==> src/rtl/mem_stage.sv <==
// Memory-access pipeline stage: issues one data-cache transaction per load/store,
// stalls upstream until the ack, then writes the selected result into MEM/WB.
module mem_stage #(
    parameter int REG_SIZE  = 32,
    parameter int ADDR_SIZE = 32,
    parameter int REG_ADDR  = 5
) (
    input  logic                 clk,
    input  logic                 reset,
    input  logic                 we,
    input  logic [REG_SIZE-1:0]  alu_result_in,
    input  logic [REG_SIZE-1:0]  data_store_in,
    input  logic                 do_read_in,
    input  logic                 do_write_in,
    input  logic                 is_byte_in,
    input  logic                 memtoreg_in,
    input  logic                 regwrite_in,
    input  logic [REG_ADDR-1:0]  dst_reg_in,
    output logic                 dc_req,
    output logic                 dc_we,
    output logic [ADDR_SIZE-1:0] dc_addr,
    output logic [REG_SIZE-1:0]  dc_wdata,
    output logic [3:0]           dc_be,
    input  logic                 dc_ack,
    input  logic [REG_SIZE-1:0]  dc_rdata,
    output logic                 stall,
    output logic [REG_SIZE-1:0]  mem_forward,
    output logic                 wb_regwrite,
    output logic [REG_ADDR-1:0]  wb_dst_reg,
    output logic [REG_SIZE-1:0]  wb_data
);

    typedef enum logic [1:0] {
        IDLE = 2'd0,
        WAIT = 2'd1,
        DONE = 2'd2
    } state_t;

    state_t                 state;
    logic                   acc;
    logic [1:0]             lane;
    logic [ADDR_SIZE-1:0]   addr_full;
    logic [ADDR_SIZE-1:0]   addr_aligned;
    logic [REG_SIZE-1:0]    ld_buf_p1;
    logic [REG_SIZE-1:0]    ld_fmt;
    logic [REG_SIZE-1:0]    result;

    function automatic logic [3:0] lane_mask(input logic byte_acc, input logic [1:0] sel);
        return byte_acc ? (4'b0001 << sel) : 4'hF;
    endfunction

    function automatic logic [REG_SIZE-1:0] store_data(input logic byte_acc,
                                                       input logic [REG_SIZE-1:0] d);
        return byte_acc ? {(REG_SIZE/8){d[7:0]}} : d;
    endfunction

    // Byte loads return the addressed little-endian lane, sign-extended.
    function automatic logic [REG_SIZE-1:0] load_format(input logic byte_acc,
                                                        input logic [1:0] sel,
                                                        input logic [REG_SIZE-1:0] word);
        logic signed [7:0]          b;
        logic signed [REG_SIZE-1:0] ext;
        b   = word[{sel, 3'b000} +: 8];
        ext = REG_SIZE'(b);
        return byte_acc ? ext : word;
    endfunction

    assign acc          = do_read_in | do_write_in;
    assign lane         = alu_result_in[1:0];
    assign addr_full    = ADDR_SIZE'(alu_result_in);
    assign addr_aligned = {addr_full[ADDR_SIZE-1:2], 2'b00};
    assign mem_forward  = alu_result_in;
    assign ld_fmt       = load_format(is_byte_in, lane, ld_buf_p1);
    assign result       = memtoreg_in ? ld_fmt : alu_result_in;

    // Gated by reset so upstream is released the moment a transaction is abandoned.
    assign stall = ~reset & (((state == IDLE) & acc) | (state == WAIT));

    always_ff @(posedge clk or posedge reset) begin
        if (reset) begin
            state       <= IDLE;
            dc_req      <= 1'b0;
            dc_we       <= 1'b0;
            dc_addr     <= '0;
            dc_wdata    <= '0;
            dc_be       <= 4'h0;
            ld_buf_p1   <= '0;
            wb_regwrite <= 1'b0;
            wb_dst_reg  <= '0;
            wb_data     <= '0;
        end else begin
            // Cache transaction: issue, wait for ack, then hold until MEM/WB takes it
            case (state)
                IDLE: begin
                    if (acc) begin
                        dc_req   <= 1'b1;
                        dc_we    <= do_write_in;
                        dc_addr  <= addr_aligned;
                        dc_be    <= lane_mask(is_byte_in, lane);
                        dc_wdata <= do_write_in ? store_data(is_byte_in, data_store_in) : '0;
                        state    <= WAIT;
                    end
                end
                WAIT: begin
                    if (dc_ack) begin
                        dc_req <= 1'b0;
                        if (!dc_we) begin
                            ld_buf_p1 <= dc_rdata;
                        end
                        state <= DONE;
                    end
                end
                DONE: begin
                    if (we) begin
                        state <= IDLE;
                    end
                end
                default: state <= IDLE;
            endcase

            // MEM/WB register: bubble while stalled, capture when the result is ready
            if (we) begin
                if (stall) begin
                    wb_regwrite <= 1'b0;
                    wb_dst_reg  <= '0;
                    wb_data     <= '0;
                end else begin
                    wb_regwrite <= regwrite_in;
                    wb_dst_reg  <= dst_reg_in;
                    wb_data     <= result;
                end
            end
        end
    end

endmodule
==> config.mk <==
export PLATFORM = sky130hd
export DESIGN_NAME = mem_stage
export DESIGN_NICKNAME = d
export VERILOG_FILES = /design/src/rtl/mem_stage.sv
export SDC_FILE = /design/constraint.sdc
export NUM_CORES = 1
export LEC_CHECK = 0
export ABC_AREA = 1
export CORE_AREA = 3 3 152 154
export CTS_CLUSTER_DIAMETER = 100
export DETAILED_ROUTE_END_ITERATION = 16
export DIE_AREA = 0 0 155 157
export DONT_BUFFER_PORTS = 1
export GPL_TIMING_DRIVEN = 0
export PLACE_DENSITY = 0.49
export SYNTH_ARGS = -nofsm -noshare
export SYNTH_HDL_FRONTEND = slang
export SYNTH_SLANG_ARGS = --single-unit
==> constraint.sdc <==
create_clock -name clk -period 5.8 [get_ports clk]
set_input_delay 1.16 -clock clk [delete_from_list [all_inputs] [get_ports clk]]
set_output_delay 1.16 -clock clk [all_outputs]
set_load 0.02 [all_outputs]
==> results.txt, run 1 <==
Cell Chain, Critical Path: inv_6 -> nand2_4 -> inv_1
sequential share of power: 0.496
CP Launch Type: primary input
gr usage total: 0.175
r2r setup slk: 3.92 ns
Final Hold Fails: 0
# DRC: 0
Setup Skew: 0.0104 ns
Slew Viols, Final: 0
crit path launch: reset
Starting Density: 0.301
hpwl dp: 15900 microns
WP buf/inv: 2
CP endpoint: stall
input/output buffers: 0
Worst VDD drop: 0.194 mV
largest family of logic cells by synthesized area: simple AND/OR/NAND/NOR gates
clk root buf: clkbuf_16
syn_area_per_cell: 7.71 sq um
largest delay contributor family on the critical path: buffers and inverters
first-pass GRT wire length: 32500 microns
R2R Path End: wb_data[6]$_DFFE_PP0P_
Clock Tree Buf Depth: 2
initial antenna violation count: 0
status: completed
std cell rows: 54
post-synthesis compound-gate area fraction: 0.0666
maximum single-stage delay on the critical path: 0.55 ns
layout cells sized above 1: 0.111
Hold Buf Count CTS: 0
FMAX: 303 MHz
most common cell after layout, fill and taps aside: nand2_1
die width: 155 microns
post-route setup slack: 2.50 ns
Synth cell types: 22
crit end category: output pin
Hold Startpoint: ld_buf_p1[4]$_DFFE_PP0P_
worst hold stages: 2
design area: 0.00754 sq mm
RSZ-0062 raised after global routing: no
internal power: 2340 uW
Worst-path clk slew: 0.06 ns
max-cap viol count: 0
CTS tree: done
vias in the first global route: 5375
Post-Route WL: 21600 microns
placed cell areas: 0.00695 sq mm
max_slew headroom: 0.447
Ports: 251
routed vias/inst: 4.63
cells after synthesis: 851
Reg-to-Reg Start: state[0]$_DFFE_PP0P_
# setup viols final: 0
CP Class: primary input to output pin
Slowest-stage cell, CP: inv_6
Core ar.: 0.0218 sq mm
Resized Gates After CTS: 0
register area share after synthesis: 0.534
Sw Pwr: 1820 uW
min-delay worst type: flip-flop to flip-flop
post-route ant nets: 0
fin nets: 982
CTS sink count: 140
fraction of the mapped netlist area in adder cells: 0
Synth Area in Simple Gates: 0.314
Die Y: 157 microns
crit path DAT: 2.14 ns
Worst Reg-to-Reg Cells: 9
#FFs+latches synth: 140
total negative slack: 0 ns
mapped cell area: 0.00656 sq mm
largest net degree at the start of global routing: 86
Yosys warnings: 0
Logic pwr share: 0.238
Regs by FF count: dc_wdata (32), ld_buf_p1 (32), wb_data (32)
Worst path depth: 3
total global routing overflow: 0
Slew @ Worst Pin: 0.830 ns
post-CTS setup buffer count: 0
initial drt markers: 380
DIE AREA: 0.0243 sq mm
PD cells: 551 mW/mm^2
Crit path required time: 4.64 ns
Placer Congestion: 0.803
min Tclk post-route: 3.30 ns
pre-CTS WS: 2.42 ns
mux contribution to synthesized area: 0
net switching share of the total power: 0.437
clock share of power: 0.267
most frequent cells in the layout: 390 x nand2_1, 140 x dfrtp_1, 69 x nor2_1
H-tree Lvls: 4
via count: 5399
critical path peak fanout: 85
Clock Latency Late Sink: 0.42 ns
final period utilization: 0.569
First-pass DRT Iterations: 4
CTS buffer count: 17
xor-xnor portion of the synthesized cell area: 0
area delta synth->final: 14.9%
Avg WL per Cell: 18.5 microns
Pleak: 0.00396 uW
[worst min path at each step]
stage                               end  slack [ns]
2_1_floorplan  ld_buf_p1[0]$_DFFE_PP0P_        0.44
3_3_place_gp   ld_buf_p1[4]$_DFFE_PP0P_        0.46
3_5_place_dp   ld_buf_p1[4]$_DFFE_PP0P_        0.46
4_1_cts        ld_buf_p1[4]$_DFFE_PP0P_        0.48
5_1_grt        ld_buf_p1[4]$_DFFE_PP0P_        0.49
6_report       ld_buf_p1[4]$_DFFE_PP0P_        0.47
[cell families after synthesis]
group | after synthesis
DFF | 140
other | 1
and+or+nand+nor | 521
AOI/OAI and AO/OA | 87
buffers and inverters | 102
[per-stage QoR]
stage | cells | utilization | hold WS [ns] | power [uW]
after floorplan | 852 | - | 0.442 | 2710
after global placement | 1132 | 0.317 | 0.457 | 3070
after detailed placement | 1133 | 0.318 | 0.459 | 3090
after CTS | 1165 | 0.345 | 0.476 | 4220
after global routing | 1165 | 0.345 | 0.494 | 4460
final | 1166 | 0.345 | 0.474 | 4150
[cell usage after synthesis]
cell type  count  area share
nand2_1      390        0.22
dfrtp_1      140        0.53
nor2_1        69       0.039
a21oi_1       56       0.043
nand3_1       53       0.040
buf_4         35       0.040
o21ai_0       29       0.022
clkbuf_1      25       0.014
buf_2         17       0.013
inv_1         17      0.0097
clkinv_1       4      0.0023
buf_6          3      0.0051
nand2_2        3      0.0029
nand2_4        2      0.0034
a31oi_1        1     0.00095
conb_1         1     0.00057
inv_2          1     0.00057
nor2_2         1     0.00095
nor2_4         1      0.0017
nor3_1         1     0.00076
o21ai_1        1     0.00076
or2_2          1     0.00095
[metal layers]
| layer | global-route usage | wire [microns] |
|---|---|---|
| met1 | 0.237 | 9540 |
| met2 | 0.275 | 10100 |
| met5 | 0 | 0 |
| met4 | 0.0383 | 187 |
| met3 | 0.0569 | 1780 |
[power groups by stage]
stage | combinational, uW | sequential [uW] | clock (uW)
after floorplan | 759 | 1950 | 0
after global placement | 989 | 2080 | 0
after detailed placement | 1010 | 2080 | 0
after CTS | 1010 | 2070 | 1140
after global routing | 1160 | 2110 | 1190
final | 988 | 2060 | 1110
[worst reg2reg max path: stages (launching register included)]
cell and delay (ns):
dfrtp_1 0.42, nor2_4 0.27, nand2_2 0.28, nand2_2 0.16
nand2_4 0.10, nand2_4 0.17, buf_6 0.17, nor2_1 0.06
nand2_1 0.08, nand2_1 0.06
[final cells by class]
| type | count | area (sq um) |
|---|---|---|
| Clock buffer | 17 | 425 |
| Multi-Input combinational cell | 610 | 2500 |
| Clock inverter | 15 | 163 |
| Tap cell | 280 | 350 |
| Antenna cell | 1 | 2.50 |
| Fill cell | 2347 | 14300 |
| Sequential cell | 140 | 3500 |
| Timing Repair Buffer | 1 | 27.5 |
| Inverter | 22 | 87.6 |
| Buffer | 80 | 475 |
(Power assumes the default switching activity.)
==> run 2, diff against run 1 <==
- PLACE_DENSITY: 0.49 -> 0.51
- clock period: 5.8 -> 2.7 ns (I/O delays scaled with it)
==> run 2 against run 1 <==
Global-route usage grew 0.16 points. Sequential share of layout area fell by 0.30 points. Critical endpoint unchanged. Clock power rose by 110%. Clock skew barely moved. Total power rose by 110%. Final area increased by 0.65%. Setup slack got worse by 2.1 ns. Sequential power up 110%. Combinational power up 120%.
==> results.txt, run 2 (same netlist as run 1, synthesis figures left out) <==
status: completed
sequential share of power: 0.497
CP Class: flip-flop to output pin
r2r setup slk: 0.86 ns
Cell Chain, Critical Path: nor2_4 -> nand2_2 -> nand2_2 -> nand2_4 -> inv_4
min-delay worst type: primary input to flip-flop
crit end category: output pin
CTS sink count: 140
Worst-path clk slew: 0.07 ns
area delta synth->final: 15.6%
# fillers: 2338
# setup viols final: 0
clock share of power: 0.261
internal power: 4890 uW
DIE AREA: 0.0243 sq mm
CTS buffer count: 17
Post-Route WL: 21600 microns
RSZ-0062 raised after global routing: no
Core ar.: 0.0218 sq mm
Final Hold Fails: 0
Worst VDD drop: 0.393 mV
Slowest-stage cell, CP: dfrtp_1
H-tree Lvls: 4
CTS tree: done
fin nets: 986
WP buf/inv: 1
Setup Skew: 0.0109 ns
layout cells sized above 1: 0.115
min Tclk post-route: 2.29 ns
most used cell along the critical path: nand2_2
Slew Viols, Final: 0
gr usage total: 0.176
via count: 5351
net switching share of the total power: 0.449
crit path DAT: 1.75 ns
Ports: 251
Placer Congestion: 0.796
Slew @ Worst Pin: 0.705 ns
hpwl dp: 16200 microns
std cell rows: 54
First-pass DRT Iterations: 4
Pleak: 0.00399 uW
total global routing overflow: 0
post-CTS setup buffer count: 0
pre-CTS WS: 0.561 ns
Clock Latency Late Sink: 0.43 ns
final period utilization: 0.849
# DRC: 0
CP Launch Type: flip-flop
Die Y: 157 microns
largest delay contributor family on the critical path: simple AND/OR/NAND/NOR gates
most common cell after layout, fill and taps aside: nand2_1
PD cells: 1170 mW/mm^2
final hold slack: 0.220 ns
maximum single-stage delay on the critical path: 0.42 ns
max-cap viol count: 0
vias in the first global route: 5454
die width: 155 microns
Sw Pwr: 3980 uW
Avg WL per Cell: 18.4 microns
largest net degree at the start of global routing: 36
Regs by FF count: dc_wdata (32), ld_buf_p1 (32), wb_data (32)
initial antenna violation count: 0
max_slew headroom: 0.528
post-route ant nets: 0
routed vias/inst: 4.57
initial drt markers: 378
FMAX: 436 MHz
post-route setup slack: 0.408 ns
Starting Density: 0.301
input/output buffers: 0
Clock Tree Buf Depth: 2
first-pass GRT wire length: 32700 microns
total negative slack: 0 ns
Crit path required time: 2.16 ns
Logic pwr share: 0.241
most frequent cells in the layout: 390 x nand2_1, 140 x dfrtp_1, 69 x nor2_1
clk root buf: clkbuf_16
critical path peak fanout: 10
==> run 2: area by class of cell <==
cell class                      count  area (sq um)  area share
Sequential cell                   140          3500       0.462
Buffer                             80           475      0.0627
Antenna cell                        1          2.50    0.000330
Clock buffer                       17           425      0.0561
Inverter                           22          88.8      0.0117
Timing Repair Buffer                5          90.1      0.0119
Clock inverter                     15           148      0.0195
Multi-Input combinational cell    610          2500       0.330
Tap cell                          280           350      0.0462
==> run 2: per-layer routing <==
metal / up-vias / track usage / routed length [microns]
li1: 2680 / - / -
met1: 2461 / 0.224 / 9040
met2: 202 / 0.291 / 10300
met3: 8 / 0.0698 / 2140
met4: 0 / 0.0290 / 120
met5: - / 0 / 0
==> run 2: power groups by stage <==
stage | clock network (uW) | registers (uW) | logic (uW)
after CTS | 2380 | 4440 | 2190
after floorplan | 0 | 4190 | 1640
after detailed placement | 0 | 4470 | 2180
final | 2320 | 4410 | 2140
after global routing | 2470 | 4540 | 2520
after global placement | 0 | 4470 | 2120
==> run 2: final timing paths <==
kind | cells after the start | start | end
hold reg to reg | 2 | ld_buf_p1[1]$_DFFE_PP0P_ | ld_buf_p1[1]$_DFFE_PP0P_
setup reg to reg | 9 | state[0]$_DFFE_PP0P_ | wb_data[1]$_DFFE_PP0P_
setup / recovery | 5 | state[0]$_DFFE_PP0P_ | stall
min in group asynchronous | 2 | reset | wb_dst_reg[1]$_DFFE_PP0P_
hold / removal | 1 | dc_ack | state[0]$_DFFE_PP0P_
max in group asynchronous | 5 | reset | dc_addr[9]$_DFFE_PP0P_
==> run 2: stage by stage <==
step	instance area, sq um	instances	total power, uW	util
3_5_place_dp	7000	1136	6650	0.321
4_1_cts	7580	1169	9010	0.347
2_1_floorplan	6570	852	5830	-
6_report	7590	1170	8870	0.348
5_1_grt	7580	1169	9530	0.347
3_3_place_gp	6920	1132	6590	0.317
==> run 2: repair_timing <==
item / 4_1_cts / 5_1_grt
resized for setup: 0 / 0
hold buffers: 1 / 0
hold endpoints to repair: 8 / 0
